$ cat src/rtl/mano_io_port.sv
`default_nettype none
// ----------------------------------------------------------------------------
// mano_io_port : Mano terminal I/O unit (INPR/OUTR, FGI/FGO/IEN, valid/ready device side)
// Optional macro MANO_IO_ERR_EN enables the sticky ovr_err register. Rev 1.0
// ----------------------------------------------------------------------------
module mano_io_port #(
  parameter int W         = 8,
  parameter int OUT_DELAY = 2
) (
  input  logic         clk,
  input  logic         clr_n,
  input  logic         inp,
  input  logic         out,
  input  logic         ski,
  input  logic         sko,
  input  logic         ion,
  input  logic         iof,
  input  logic         int_ack,
  input  logic [W-1:0] ac_in,
  output logic [W-1:0] inpr,
  output logic         fgi,
  output logic         fgo,
  output logic         ien,
  output logic         skip,
  output logic         irq,
  input  logic         in_valid,
  input  logic [W-1:0] in_data,
  output logic         in_ready,
  output logic         out_valid,
  output logic [W-1:0] out_data,
  input  logic         out_ready,
  output logic         ovr_err
);

  // A zero-delay build still needs a legal one-bit counter.
  localparam int              c_cnt_w     = (OUT_DELAY > 0) ? $clog2(OUT_DELAY + 1) : 1;
  localparam logic [c_cnt_w-1:0] c_busy_load = (OUT_DELAY > 0) ? c_cnt_w'(OUT_DELAY - 1) : '0;

  typedef enum logic [1:0] {
    S_IDLE = 2'd0,
    S_SEND = 2'd1,
    S_BUSY = 2'd2
  } state_t;

  state_t               r_state;
  state_t               w_state_nxt;
  logic [c_cnt_w-1:0]   r_cnt;
  logic [c_cnt_w-1:0]   w_cnt_nxt;
  logic [W-1:0]         r_inpr;
  logic [W-1:0]         r_outr;
  logic                 r_fgi;
  logic                 r_ien;
  logic                 w_accept;
  logic                 w_out_go;

  assign w_accept = in_valid & ~r_fgi;
  assign w_out_go = out & (r_state == S_IDLE);

  always_comb begin
    w_state_nxt = r_state;
    w_cnt_nxt   = r_cnt;
    case (r_state)
      S_IDLE: begin
        if (out) w_state_nxt = S_SEND;
      end
      S_SEND: begin
        if (out_ready) begin
          if (OUT_DELAY == 0) begin
            w_state_nxt = S_IDLE;
          end else begin
            w_state_nxt = S_BUSY;
            w_cnt_nxt   = c_busy_load;
          end
        end
      end
      S_BUSY: begin
        if (r_cnt == '0) w_state_nxt = S_IDLE;
        else             w_cnt_nxt   = r_cnt - 1'b1;
      end
      default: w_state_nxt = S_IDLE;
    endcase
  end

  always_ff @(posedge clk or negedge clr_n) begin
    if (!clr_n) begin
      r_state <= S_IDLE;
      r_cnt   <= '0;
    end else begin
      r_state <= w_state_nxt;
      r_cnt   <= w_cnt_nxt;
    end
  end

  // A device accept outranks a simultaneous INP (both only possible with FGI=0).
  always_ff @(posedge clk or negedge clr_n) begin
    if (!clr_n) begin
      r_inpr <= '0;
      r_fgi  <= 1'b0;
      r_outr <= '0;
      r_ien  <= 1'b0;
    end else begin
      if (w_accept) begin
        r_inpr <= in_data;
        r_fgi  <= 1'b1;
      end else if (inp) begin
        r_fgi  <= 1'b0;
      end
      if (w_out_go) r_outr <= ac_in;
      if (iof | int_ack) r_ien <= 1'b0;
      else if (ion)      r_ien <= 1'b1;
    end
  end

`ifdef MANO_IO_ERR_EN
  logic r_ovr;

  always_ff @(posedge clk or negedge clr_n) begin
    if (!clr_n)                          r_ovr <= 1'b0;
    else if (out && (r_state != S_IDLE)) r_ovr <= 1'b1;
  end

  assign ovr_err = r_ovr;
`else
  assign ovr_err = 1'b0;
`endif

  // FGO is simply "output side idle"; SEND and BUSY both hold it low.
  assign fgo       = (r_state == S_IDLE);
  assign out_valid = (r_state == S_SEND);
  assign out_data  = r_outr;
  assign inpr      = r_inpr;
  assign fgi       = r_fgi;
  assign ien       = r_ien;
  assign in_ready  = ~r_fgi;
  assign skip      = (ski & r_fgi) | (sko & fgo);
  assign irq       = r_ien & (r_fgi | fgo);

endmodule
`default_nettype wire

$ cat config.mk
export PLATFORM = sky130hd
export DESIGN_NAME = mano_io_port
export DESIGN_NICKNAME = d
export VERILOG_FILES = /design/src/rtl/mano_io_port.sv
export SDC_FILE = /design/constraint.sdc
export NUM_CORES = 1
export LEC_CHECK = 0
export ABC_AREA = 0
export CELL_PAD_IN_SITES_DETAIL_PLACEMENT = 0
export CELL_PAD_IN_SITES_GLOBAL_PLACEMENT = 1
export CORE_ASPECT_RATIO = 1.75
export CORE_MARGIN = 2
export CORE_UTILIZATION = 31
export CTS_CLUSTER_DIAMETER = 80
export CTS_CLUSTER_SIZE = 14
export DETAILED_ROUTE_END_ITERATION = 8
export PLACE_DENSITY = 0.88
export SETUP_SLACK_MARGIN = 0.02
export SYNTH_ARGS = -nofsm -noshare
export SYNTH_HDL_FRONTEND = slang
export SYNTH_SLANG_ARGS = --single-unit
$ cat constraint.sdc
create_clock -name clk -period 2.5 [get_ports clk]
set_input_delay 0.5 -clock clk [delete_from_list [all_inputs] [get_ports clk]]
set_output_delay 0.5 -clock clk [all_outputs]
set_load 0.01 [all_outputs]
# Word-level counts from Yosys, hierarchy flattened
# Cells that the tools add are included.
# word_totals
output_inout_bits	24
reg_bits	22
# op_classes
n_eq_ne	6
bitwise	9
n_addsub	1
n_mux	11
n_reduce_logical	7
# op_table
operator	count
$mux W2	5
$ne A2 B2 Y1 const B	3
$pmux W2 S3	1
$reduce_and A3 Y1	2
$reduce_bool A2 Y1	3
$and A1 B1 Y1	5
$logic_not A2 Y1	2
$mux W1	4
$pmux W2 S2	1
$or A1 B1 Y1	3
$eq A2 B1 Y1 const B	1
$eq A2 B2 Y1 const B	1
$ne A2 B1 Y1 const B	1
$sub A2 B1 Y2 const B	1
$not A1 Y1	1

# Logic depth before layout (Yosys ltp)
# depth
word_depth	3
mapped_depth	5
depth_no_buf	5

# Worst setup path after synthesis
# Ideal clock, no wire load.
# synth_timing
path_kind	register -> register
from	register r_state[0]
to	register r_outr[0], in the netlist out_data[0]
stages_incl_launch_ff	6
period_less_slack_ns	1.337
arrival_ns	1.212
setup_slack_ns	1.163
n_path_buf	2
path_cell_list	dfrtp_1 buf_6 nor2_4 and2_4 buf_6 mux2_4
# synth_between
elab_chain_cells	2
# synth_rtl
item	line_no	source
from (decl)	45	state_t r_state;
from (signal assigned)	89	r_state <= w_state_nxt;
$logic_not A2 Y1	-	
named net fgo	22	output logic fgo,
$and A1 B1 Y1	57	assign w_out_go = out & (r_state == S_IDLE);
to (signal assigned)	108	if (w_out_go) r_outr <= ac_in;
to (decl)	50	logic [W-1:0] r_outr;
# The timed path passes the listed nets, and every way through them passes these cells.
# A chain may end at the register's enable or synchronous reset.

# Final worst setup path
# layout_timing
from	input port ski
to	output port skip
# layout_between
elab_chain_cells	2
# layout_rtl
item	line_no	source
from (decl)	14	input logic ski,
$and A1 B1 Y1	135	assign skip = (ski & r_fgi) | (sko & fgo);
$or A1 B1 Y1	135	
to (decl)	24	output logic skip,
# No other way between the ends.

==> flow_summary.toml <==
[setup_path]
crit_path_start_kind = "input port"
worstSetupPathType = "input port to primary output"
end_kind = "primary output"
cp_data_required_time_ns = 2.00
worstPathArrival_ns = 1.62
critPathMaxFanout = 1

[clock_network]
cts_resized = 0
root_buffer = "clkbuf_8"
cts.path.max_buffers = 2
cts_tree = "built"
cts.reportedPaths.clkPinSlew_ns = 0.08
holdBufCountCts = 0
cts_setup_buffers = 0
cts_sinks = 22
cts_max_level = 1
cts_made_buffers = 3
insertion_delay_ns = 0.26

[placement]
dp.cells = 159
dpl_cell_area_um2 = 1500
numPortBuffers = 49
routabilityCongestion = 0.642

[global_routing]
grt-ovfl-total = 0
grt_start_max_net_pins = 23
track_usage_pct = 12.3
grt_first_pass_wirelength_um = 3280
antenna_found_initial = 0
grt_pass1_vias = 766

[floorplan]
core_um2 = 3070
placementRows = 27
die-area_um2 = 3630
start_util_pct = 31.7
die_w_um = 46.4
die_h_um = 78.2
pin_count = 51

[synthesis]
postSynthAreaPerCell_um2 = 14.1
synth_mux_area_share_pct = 23.7
synth-simple-area-share_pct = 7.70
synth_area_leaders = "dfrtp_1 (56%), mux2_4 (12%), mux2_2 (10%), buf_6 (2.3%), and2b_1 (1.5%)"
syn_area_um2 = 975
yosys.area.top_type_share_pct = 56.5
synth_seq_area_share_pct = 56.5
synthCells = 69
synth_compound_area_share_pct = 5.26
ys_ff_latch = 22
synth_adder_area_share_pct = 1.28
synth_top_area_cell = "dfrtp_1"
yosysUniqueCellTypes = 24
synth_top_family_by_area = "multiplexers"
ys.warnings.count = 0
synth_xor_area_share_pct = 0
syn-num-nets = 97

[detailed_routing]
viasPerCell = 4.28
drt-initial-drc-count = 8
drt_pre_antenna_iters = 3
ant_nets = 0
wire_per_inst_um = 13.0
post-route-drc-count = 0
drt-total-wl_um = 2120
via_count = 698

[sta]
setup_viol = 0
hold_viol_final = 0
setup_tns_ns = 0
final.setup_skew_ns = 0.00277
grt_setup_unrepaired = "false"
slew_viol_final = 0
max_freq_mhz = 473
fin_crit_ns = 2.12
finalCritPeriodShare_pct = 84.6

[power_and_ir_drop]
powerDensity_nw_per_um2 = 960
leakage_nw = 0.673
peakVddDrop_mv = 0.494
power_mw = 1.49

[finish]
instances_no_fill = 163
antennaDiodeCount = 0
syn_to_final_growth_pct = 59.4
drive_above_1_share_pct = 20.8
fin_area_um2 = 1550
final_nets = 149

[status]
outcome = "completed"

[run]
maxCapViolCount = 0

[worst_hold_path]
hold_path.class = "register to register"
## state kept, by name, summed over array words and instances, names as in the netlist
name	count
r_cnt	2
out_data	8
r_state	2
inpr	8
ien	1
fgi	1
## area by class of cell
type	count	area (µm²)
clock buffer	4	55.1
sequential	22	551
fill	281	1520
tap	43	53.8
multi-input combinational	39	374
timing repair buffer	51	505
inverter	4	15.0
## power by group
group	switching, mW	internal, mW	total (mW)
clock	0.111	0.140	0.251
sequential	0.0894	0.482	0.571
combinational	0.231	0.438	0.669
## worst max-delay path, stage by stage
cell and delay (ns):
clkdlybuf4s50_1 0.46, a22o_1 0.13, clkdlybuf4s50_1 0.52
## cell usage after synthesis
cell / number
dfrtp_1: 22
mux2_2: 9
mux2_4: 8
inv_1: 4
nor2_1: 3
and2b_1: 2
buf_6: 2
nor2b_1: 2
o21ai_0: 2
a22o_1: 1
and2_4: 1
buf_2: 1
buf_4: 1
conb_1: 1
ha_1: 1
mux2i_1: 1
nand2_1: 1
nand3b_1: 1
nor2_4: 1
nor3_1: 1
o211a_1: 1
o211ai_1: 1
o21a_1: 1
o21bai_1: 1
## layer usage
metal | wire, µm | global-route usage [%] | up-vias
li1 | - | - | 333
met1 | 728 | 10.8 | 335
met2 | 1230 | 24.3 | 28
met3 | 145 | 2.99 | 2
met4 | 12 | 4.29 | 0
met5 | 0 | 0 | -
## final timing paths
check / from / to / slack (ns) / depth (start not counted)
max: ski / skip / 0.38 / 3
min: inpr[4] / inpr[4] / 0.51 / 1
max reg2reg: r_state[0] / out_data[6] / 1.14 / 3
min reg2reg: inpr[4] / inpr[4] / 0.51 / 1
max in group asynchronous: clr_n / out_data[3] / 1.69 / 2
min in group asynchronous: clr_n / ien / 0.58 / 2
## cell families after synthesis
family | Yosys count
AOI/OAI and AO/OA | 7
and+or+nand+nor | 12
other | 1
muxes | 18
adders and majority gates | 1
buffers and inverters | 8
DFF | 22
## cells in the final DEF, fill, tap and decap left out, drive strengths merged
| master | count |
|---|---|
| o211ai | 1 |
| o211a | 1 |
| and2 | 1 |
| nand2 | 1 |
| buf | 2 |
| inv | 4 |
| conb | 1 |
| nand3b | 1 |
| and2b | 2 |
| o21bai | 1 |
| mux2i | 1 |
| nor2 | 4 |
| nor3 | 1 |
| dfrtp | 22 |
| mux2 | 17 |
| nor2b | 2 |
| o21a | 1 |
| ha | 1 |
| clkdlybuf4s50 | 49 |
| a22o | 1 |
| clkbuf | 4 |
| o21ai | 2 |
## through the flow
step / setup slack (ns) / hold slack [ns] / utilization [%]
final: 0.385 / 0.510 / 50.5
after global routing: 0.347 / 0.528 / 50.5
after CTS: 0.383 / 0.513 / 50.5
after detailed placement: 0.388 / 0.494 / 48.8
after global placement: 0.388 / 0.491 / 48.8
after floorplan: 1.16 / 0.204 / -
(Power assumes the default switching activity.)
